**src/rtl/ptp_int_svc.sv**
```systemverilog
// ptp_int_svc: services the combined PTP interrupt line. After reset it writes
// the initial mask, then reads the status register on each interrupt, issues one
// event per set status bit (highest index first) and holds off before re-reading.
// Optional statistics counters are enabled by defining PTP_INT_SVC_STAT_EN.
// All outputs are registered. They are computed from the next state, so each
// output value appears in the same cycle as the state it belongs to.
module ptp_int_svc #(
    parameter logic [31:0] INT_BASE_ADDR = 32'h300,
    parameter logic [3:0]  MASK_INIT     = 4'b1111,
    parameter int unsigned HOLDOFF       = 6
) (
    input  logic        bus2ip_clk,
    input  logic        bus2ip_rst,
    input  logic        int_ptp_i,
    input  logic        svc_en_i,
    input  logic [31:0] bus2ip_data_i,
    output logic [31:0] ip2bus_addr_o,
    output logic [31:0] ip2bus_data_o,
    output logic        ip2bus_rd_ce_o,
    output logic        ip2bus_wr_ce_o,
    input  logic [3:0]  mask_i,
    input  logic        mask_wr_i,
    output logic        evt_valid_o,
    output logic [1:0]  evt_src_o,
    input  logic        evt_ready_i,
    output logic        busy_o,
    output logic [7:0]  spur_cnt_o,
    output logic [15:0] evt_cnt_o
);

    typedef enum logic [2:0] {
        ST_INIT_WR,
        ST_IDLE,
        ST_MASK_WR,
        ST_RD_STAT,
        ST_DISPATCH
    } state_t;

    localparam logic [31:0] MASK_ADDR = INT_BASE_ADDR + 32'd1;
    localparam logic [3:0]  HOLD_LD   = 4'(HOLDOFF);

    state_t      state_q, state_d;
    logic [3:0]  pending_q, pending_d;
    logic [3:0]  hold_q, hold_d;
    logic [3:0]  mask_q, mask_d;
    logic        mask_pend_q, mask_pend_d;
    // Reset parks the FSM in IDLE with this flag set, so the initial mask write
    // takes precedence over everything on the first cycle out of reset.
    logic        init_pend_q, init_pend_d;
    logic        spur_hit;
    logic        evt_acc;

    logic        rd_ce_q, wr_ce_q, evt_valid_q, busy_q;
    logic [31:0] addr_q, data_q;
    logic [1:0]  evt_src_q;

    // Only the low nibble of the status word carries interrupt sources.
    logic unused_data;
    assign unused_data = ^bus2ip_data_i[31:4];

    function automatic logic [1:0] prio(input logic [3:0] p);
        if (p[3])      return 2'd3;
        else if (p[2]) return 2'd2;
        else if (p[1]) return 2'd1;
        else           return 2'd0;
    endfunction

    // Next-state, pending-event and mask bookkeeping.
    always_comb begin
        state_d     = state_q;
        pending_d   = pending_q;
        hold_d      = hold_q;
        mask_d      = mask_q;
        mask_pend_d = mask_pend_q;
        init_pend_d = init_pend_q;
        spur_hit    = 1'b0;
        evt_acc     = 1'b0;
        case (state_q)
            ST_IDLE: begin
                if (init_pend_q)                 state_d = ST_INIT_WR;
                else if (mask_pend_q)            state_d = ST_MASK_WR;
                else if (int_ptp_i && svc_en_i)  state_d = ST_RD_STAT;
            end
            ST_INIT_WR: begin
                init_pend_d = 1'b0;
                state_d     = ST_IDLE;
            end
            ST_MASK_WR: begin
                mask_pend_d = 1'b0;
                state_d     = ST_IDLE;
            end
            ST_RD_STAT: begin
                pending_d = bus2ip_data_i[3:0];
                hold_d    = HOLD_LD;
                spur_hit  = (bus2ip_data_i[3:0] == 4'd0);
                state_d   = ST_DISPATCH;
            end
            ST_DISPATCH: begin
                hold_d = (hold_q != 4'd0) ? hold_q - 4'd1 : 4'd0;
                if (evt_valid_q && evt_ready_i) begin
                    evt_acc              = 1'b1;
                    pending_d[evt_src_q] = 1'b0;
                end
                // Leave once every event is taken and the holdoff has run out.
                if (pending_d == 4'd0 && hold_d == 4'd0) state_d = ST_IDLE;
            end
            default: state_d = ST_IDLE;
        endcase
        // A new mask request always wins, even over the write that clears it.
        if (mask_wr_i) begin
            mask_d      = mask_i;
            mask_pend_d = 1'b1;
        end
    end

    // State registers and registered bus/event outputs.
    always_ff @(posedge bus2ip_clk) begin
        if (bus2ip_rst) begin
            state_q     <= ST_IDLE;
            init_pend_q <= 1'b1;
            pending_q   <= 4'd0;
            hold_q      <= 4'd0;
            mask_q      <= 4'd0;
            mask_pend_q <= 1'b0;
            rd_ce_q     <= 1'b0;
            wr_ce_q     <= 1'b0;
            addr_q      <= 32'd0;
            data_q      <= 32'd0;
            evt_valid_q <= 1'b0;
            evt_src_q   <= 2'd0;
            busy_q      <= 1'b0;
        end else begin
            state_q     <= state_d;
            init_pend_q <= init_pend_d;
            pending_q   <= pending_d;
            hold_q      <= hold_d;
            mask_q      <= mask_d;
            mask_pend_q <= mask_pend_d;
            rd_ce_q     <= (state_d == ST_RD_STAT);
            wr_ce_q     <= (state_d == ST_INIT_WR) || (state_d == ST_MASK_WR);
            case (state_d)
                ST_RD_STAT: begin
                    addr_q <= INT_BASE_ADDR;
                    data_q <= 32'd0;
                end
                ST_INIT_WR: begin
                    addr_q <= MASK_ADDR;
                    data_q <= {28'd0, MASK_INIT};
                end
                ST_MASK_WR: begin
                    addr_q <= MASK_ADDR;
                    data_q <= {28'd0, mask_d};
                end
                default: begin
                    addr_q <= 32'd0;
                    data_q <= 32'd0;
                end
            endcase
            evt_valid_q <= (state_d == ST_DISPATCH) && (pending_d != 4'd0);
            evt_src_q   <= (state_d == ST_DISPATCH) ? prio(pending_d) : 2'd0;
            busy_q      <= (state_d != ST_IDLE);
        end
    end

    assign ip2bus_addr_o  = addr_q;
    assign ip2bus_data_o  = data_q;
    assign ip2bus_rd_ce_o = rd_ce_q;
    assign ip2bus_wr_ce_o = wr_ce_q;
    assign evt_valid_o    = evt_valid_q;
    assign evt_src_o      = evt_src_q;
    assign busy_o         = busy_q;

`ifdef PTP_INT_SVC_STAT_EN
    logic [7:0]  spur_cnt_q;
    logic [15:0] evt_cnt_q;

    // Spurious-read counter saturates; accepted-event counter wraps.
    always_ff @(posedge bus2ip_clk) begin
        if (bus2ip_rst) begin
            spur_cnt_q <= 8'd0;
            evt_cnt_q  <= 16'd0;
        end else begin
            if (spur_hit && spur_cnt_q != 8'hFF) spur_cnt_q <= spur_cnt_q + 8'd1;
            if (evt_acc)                         evt_cnt_q  <= evt_cnt_q + 16'd1;
        end
    end

    assign spur_cnt_o = spur_cnt_q;
    assign evt_cnt_o  = evt_cnt_q;
`else
    logic unused_stat;
    assign unused_stat = spur_hit ^ evt_acc;
    assign spur_cnt_o  = 8'd0;
    assign evt_cnt_o   = 16'd0;
`endif

endmodule

```
**config.mk**
```make
export PLATFORM = sky130hd
export DESIGN_NAME = ptp_int_svc
export DESIGN_NICKNAME = d
export VERILOG_FILES = /design/src/rtl/ptp_int_svc.sv
export SDC_FILE = /design/constraint.sdc
export NUM_CORES = 1
export LEC_CHECK = 0
export ABC_CLOCK_PERIOD_IN_PS = 4640
export CAP_MARGIN = 20
export CORE_UTILIZATION = 35
export DETAILED_ROUTE_END_ITERATION = 12
export PLACE_DENSITY = 0.91
export SKIP_CTS_REPAIR_TIMING = 1
export SYNTH_ARGS = -nofsm -noshare
export SYNTH_HDL_FRONTEND = slang
export SYNTH_SLANG_ARGS = --single-unit
```
**constraint.sdc**
```tcl
create_clock -name bus2ip_clk -period 4.64 [get_ports bus2ip_clk]
set_input_delay 0.696 -clock bus2ip_clk [delete_from_list [all_inputs] [get_ports bus2ip_clk]]
set_output_delay 0.696 -clock bus2ip_clk [all_outputs]
set_load 0.02 [all_outputs]
```
Yosys cells after proc, flatten, opt, wreduce, memory -nomap -nowiden
Cells that the tools add are included.

operators by class
  add/sub/neg operators = 1
  order comparisons = 2
  equal/unequal tests = 8
  multiplexer cells = 20
  bitwise logic cells = 3
  reductions and logical operators = 16

operator list
  kind                                                               number
  case mux 4 bit (2 select lines)                                    3
  case mux 10 bit (2 select lines)                                   1
  two-way mux 4 bit                                                  4
  == test 3 x 2 -> 1 bit, second input constant                      4
  two-way mux 3 bit                                                  4
  case mux 3 bit (3 select lines)                                    1
  zero test 4 bit                                                    2
  nonzero test 4 bit                                                 2
  == test 3 bit, second input constant                               2
  zero test 3 bit                                                    2
  logical AND 1 bit                                                  5
  bitwise AND 4 bit                                                  1
  two-way mux 1 bit                                                  4
  two-way mux 2 bit                                                  2
  inverter 4 bit                                                     1
  nonzero test 2 bit                                                 2
  OR reduction 2 bit                                                 2
  subtractor 4 x 1 -> 4 bit, second input constant                   1
  == test 3 x 1 -> 1 bit, second input constant                      1
  < comparator 2 x 3 -> 1 bit, second input constant                 1
  inequality test 3 x 1 -> 1 bit, second input constant              1
  demux 1 bit (select 2 bit)                                         1
  greater-or-equal comparator 2 x 1 -> 1 bit, second input constant  1
  logical OR 1 bit                                                   1
  inverter 1 bit                                                     1

word-level totals
  register bits after elaboration = 87
  bits of input ports = 42
  output and inout port bits = 94
  logic and storage cells = 63

Logic depth before layout (Yosys ltp)
  depth after elaboration = 15
  mapped depth = 6
  gate-level depth less buffers = 5

Least setup slack after synthesis
Ideal clock, no wire load.

  path kind = input -> register
  from = input evt_ready_i
  to = register evt_valid_q (netlist: evt_valid_o)
  library setup time = 137 ps
  data arrival time = 1554 ps
  required time = 4503 ps
  setup slack = 2949 ps
  stages on the path = 5
  buffers on the path = 0
  cells stage by stage = nand2_1 nor4_1 nor2_1 o41ai_2 a31oi_1

on the way
  cells in the longest elaborated chain, start to end = 9
  elaborated cells between the ends (all ways) = 11
  those cells by class = 1 x eq/ne; 5 x mux; 5 x reduce/logical

ends and longest elaborated chain
  element                          RTL line  text
  from (decl)                      25        input logic evt_ready_i,
  logical AND 1 bit (*)            100       if (evt_valid_q && evt_ready_i) begin
  two-way mux 4 bit (*)            100
  two-way mux 4 bit (*)            78        case (state_q)
  zero test 4 bit                  105       if (pending_d == 4'd0 && hold_d == 4'd0) state_d = ST_IDLE;
  logical AND 1 bit                105
  two-way mux 3 bit                105
  case mux 3 bit (3 select lines)  78
  == test 3 bit                    159       evt_valid_q <= (state_d == ST_DISPATCH) && (pending_d != 4'd0);
  logical AND 1 bit (*)            159
  to (signal assigned)             159
  to (decl)                        53        logic rd_ce_q, wr_ce_q, evt_valid_q, busy_q;

Every way passes the cells marked *; elsewhere a longest branch is shown, timed or not. The select of a mux whose other input is x is not followed.
A chain may end at the register's enable or synchronous reset.

==> summary.txt <==
Floorplanning
  – I/O pin total: 136
  – Die width: 73.1 um
  – Core Area: 4790 um^2
  – Die height: 73.1 um
  – Rows: 25
  – Initial Util: 0.370
  – Die area: 5350 um^2

Timing
  – Worst slew pin tran: 0.699 ns
  – Worst setup margin: 2.46 ns
  – Post-route setup TNS: 0 ns
  – Fin crit period: 2.18 ns
  – Final setup fails: 0
  – Worst hold slack: 0.514 ns
  – Max Freq: 0.458 GHz
  – Final Hold Fails: 0
  – RSZ-0062 raised after global routing: false
  – Rel. slew slack: 0.533
  – Period utilisation layout: 0.470
  – Final slew viol count: 0
  – Max Clock Skew: 0.00743 ns

Critical path
  – CP Class: in -> reg
  – Crit. Startpoint: bus2ip_rst
  – Crit end category: register
  – FF-to-FF Start: state_q[1]
  – Arrival time at the worst endpoint: 2.39 ns
  – Critical Path RT: 4.85 ns
  – Worst-path fanout max: 20
  – Startpoint Class: input pin

Power
  – Leak: 0.835 nW
  – Maximum vdd drop: 0.202 mV
  – Cell Pwr Density: 302 nW/um^2

Final layout
  – Layout cells sized above 1: 0.0476
  – Ant diodes: 0
  – Syn-to-layout area delta: 2.54%
  – # nets final: 274
  – Number of fill cells in the layout: 488

Global route
  – Met1 GRT Util: 0.140
  – Routing usage on met2: 0.182
  – Total GRT Usage: 0.110
  – Gr busiest metal: met2
  – Largest net degree at the start of global routing: 21
  – GR Overflow Total: 0
  – M3 GR Usage: 0.0290
  – Vias in the first global route: 943
  – First-pass GRT wire length: 4530 um
  – Initial antenna violation count: 0

Clock tree
  – Worst skew pair latency: 0.27 ns
  – CTS tree: yes
  – Longest Clk Path Bufs: 2
  – CTS Buf Count: 3
  – Clk pin slew, worst setup/hold paths: 0.09 ns
  – CTS sink cnt: 28
  – Number of H-tree levels: 1
  – Root Buffer: clkbuf_8

Logic synthesis
  – Cells after Synth: 210
  – #FFs+latches synth: 28
  – Post-synthesis sequential area ratio: 0.317
  – Synthesis Warnings: 0
  – Post-Syn Area: 1770 um^2
  – Cell variety after synth: 37
  – Syn avg cell area: 8.43 um^2

Route
  – Final ANT Viol Nets: 0
  – Routed length per instance: 9.66 um
  – # DRC: 0
  – Drt total wl: 2880 um
  – Vias/cell: 4.03
  – Initial drt markers: 34
  – TritonRoute pass-1 iters: 4
  – Via count: 1,201

Placed design
  – Port Buffers: 26
  – GP Congestion: 0.846
  – Place WS: 2.19 ns
  – HPWL Detailed: 2210 um

Worst hold path
  – Hold path startpoint: mask_q[0]
  – Hold Crit Class: reg -> reg

Run
  – Max-Cap Viols: 0

Status
  – Status: finished clean
## layer usage
layer	share of wire	vias up	routed length [um]
met1	0.40	542	1150
met2	0.52	73	1500
met3	0.075	3	215
met4	0.0052	0	15
met5	0	-	0
li1	-	583	-
## cell families after synthesis
group	synth area share
AOI/OAI and AO/OA	0.112
muxes	0.0396
buffers and inverters	0.376
DFF	0.317
other	0.00212
and+or+nand+nor	0.154
## where the power goes
part | switching, mW | total (mW) | leakage (nW) | internal (mW)
combinational | 0.0979 | 0.139 | 0.577 | 0.0407
sequential | 0.00921 | 0.263 | 0.230 | 0.254
clock | 0.0711 | 0.147 | 0.0288 | 0.0759
## synth_stat cells, drive strengths merged
cell type / count / area, um^2
o22ai: 1 / 6.26
nand3: 1 / 5.00
o31ai: 2 / 15.0
and2b: 1 / 10.0
nor4: 4 / 25.0
nand4: 1 / 6.26
clkbuf: 3 / 11.3
nor2: 17 / 63.8
or4: 2 / 15.0
conb: 1 / 3.75
or2b: 1 / 7.51
nand3b: 1 / 7.51
o21a: 1 / 7.51
or3b: 1 / 8.76
a22o: 1 / 10.0
a21oi: 16 / 80.1
dfxtp: 28 / 561
o41ai: 3 / 41.3
nor2b: 1 / 6.26
nand2b: 3 / 21.3
mux2i: 7 / 70.1
or3: 1 / 6.26
and2: 2 / 12.5
nor3: 7 / 40.0
nand2: 6 / 22.5
o21ai: 5 / 25.0
buf: 86 / 643
inv: 3 / 11.3
a31oi: 2 / 12.5
nor4b: 1 / 8.76
or2: 1 / 6.26
## critical path, stage by stage
cell and delay, ns:
clkdlybuf4s50_1 0.77, or4_1 0.75, a21oi_1 0.17
## flip-flops by register name, indices dropped and copies added, names as in the netlist, 2 cells and up
register and cells:
evt_src_o 2, hold_q 4, ip2bus_addr_o 2, ip2bus_data_o 4
mask_q 4, pending_q 4, state_q 3
## layout by cell type, fill, tap and decap left out, types with 3 or more instances in the layout
master	netlist	final
a21oi_1	16	16
clkbuf_8	0	4
clkdlybuf4s50_1	0	26
conb_1	1	81
dfxtp_1	28	28
inv_1	3	3
mux2i_1	7	7
nand2_1	6	6
nor2_1	17	17
nor3_1	6	6
nor4_1	4	4
o21ai_0	5	5
## stage by stage
step | area, um^2 | power, mW | utilization | cells
floorplan | 2070 | 0.423 | - | 290
global placement | 1760 | 0.403 | 0.368 | 294
detailed placement | 1760 | 0.406 | 0.368 | 294
CTS | 1820 | 0.552 | 0.379 | 298
global route | 1820 | 0.576 | 0.379 | 298
finish | 1820 | 0.549 | 0.379 | 298
## final timing paths
kind	to	slack (ns)	cells past startpoint
worst min register to register	mask_q[0]	0.51	2
worst max-delay path	ip2bus_data_o[0]	2.46	3
worst max register to register	state_q[0]	2.89	4
worst min-delay path	mask_q[0]	0.51	2
## final cells by class
cell class              count  area [um^2]  share of cell area
repair buffers             26          260               0.143
clock buffers               4         55.1              0.0303
multi-input cells         170          845               0.465
well taps                  67         83.8              0.0462
flip-flops and latches     28          561               0.309
inverters                   3         11.3             0.00620
(Power assumes the default switching activity.)
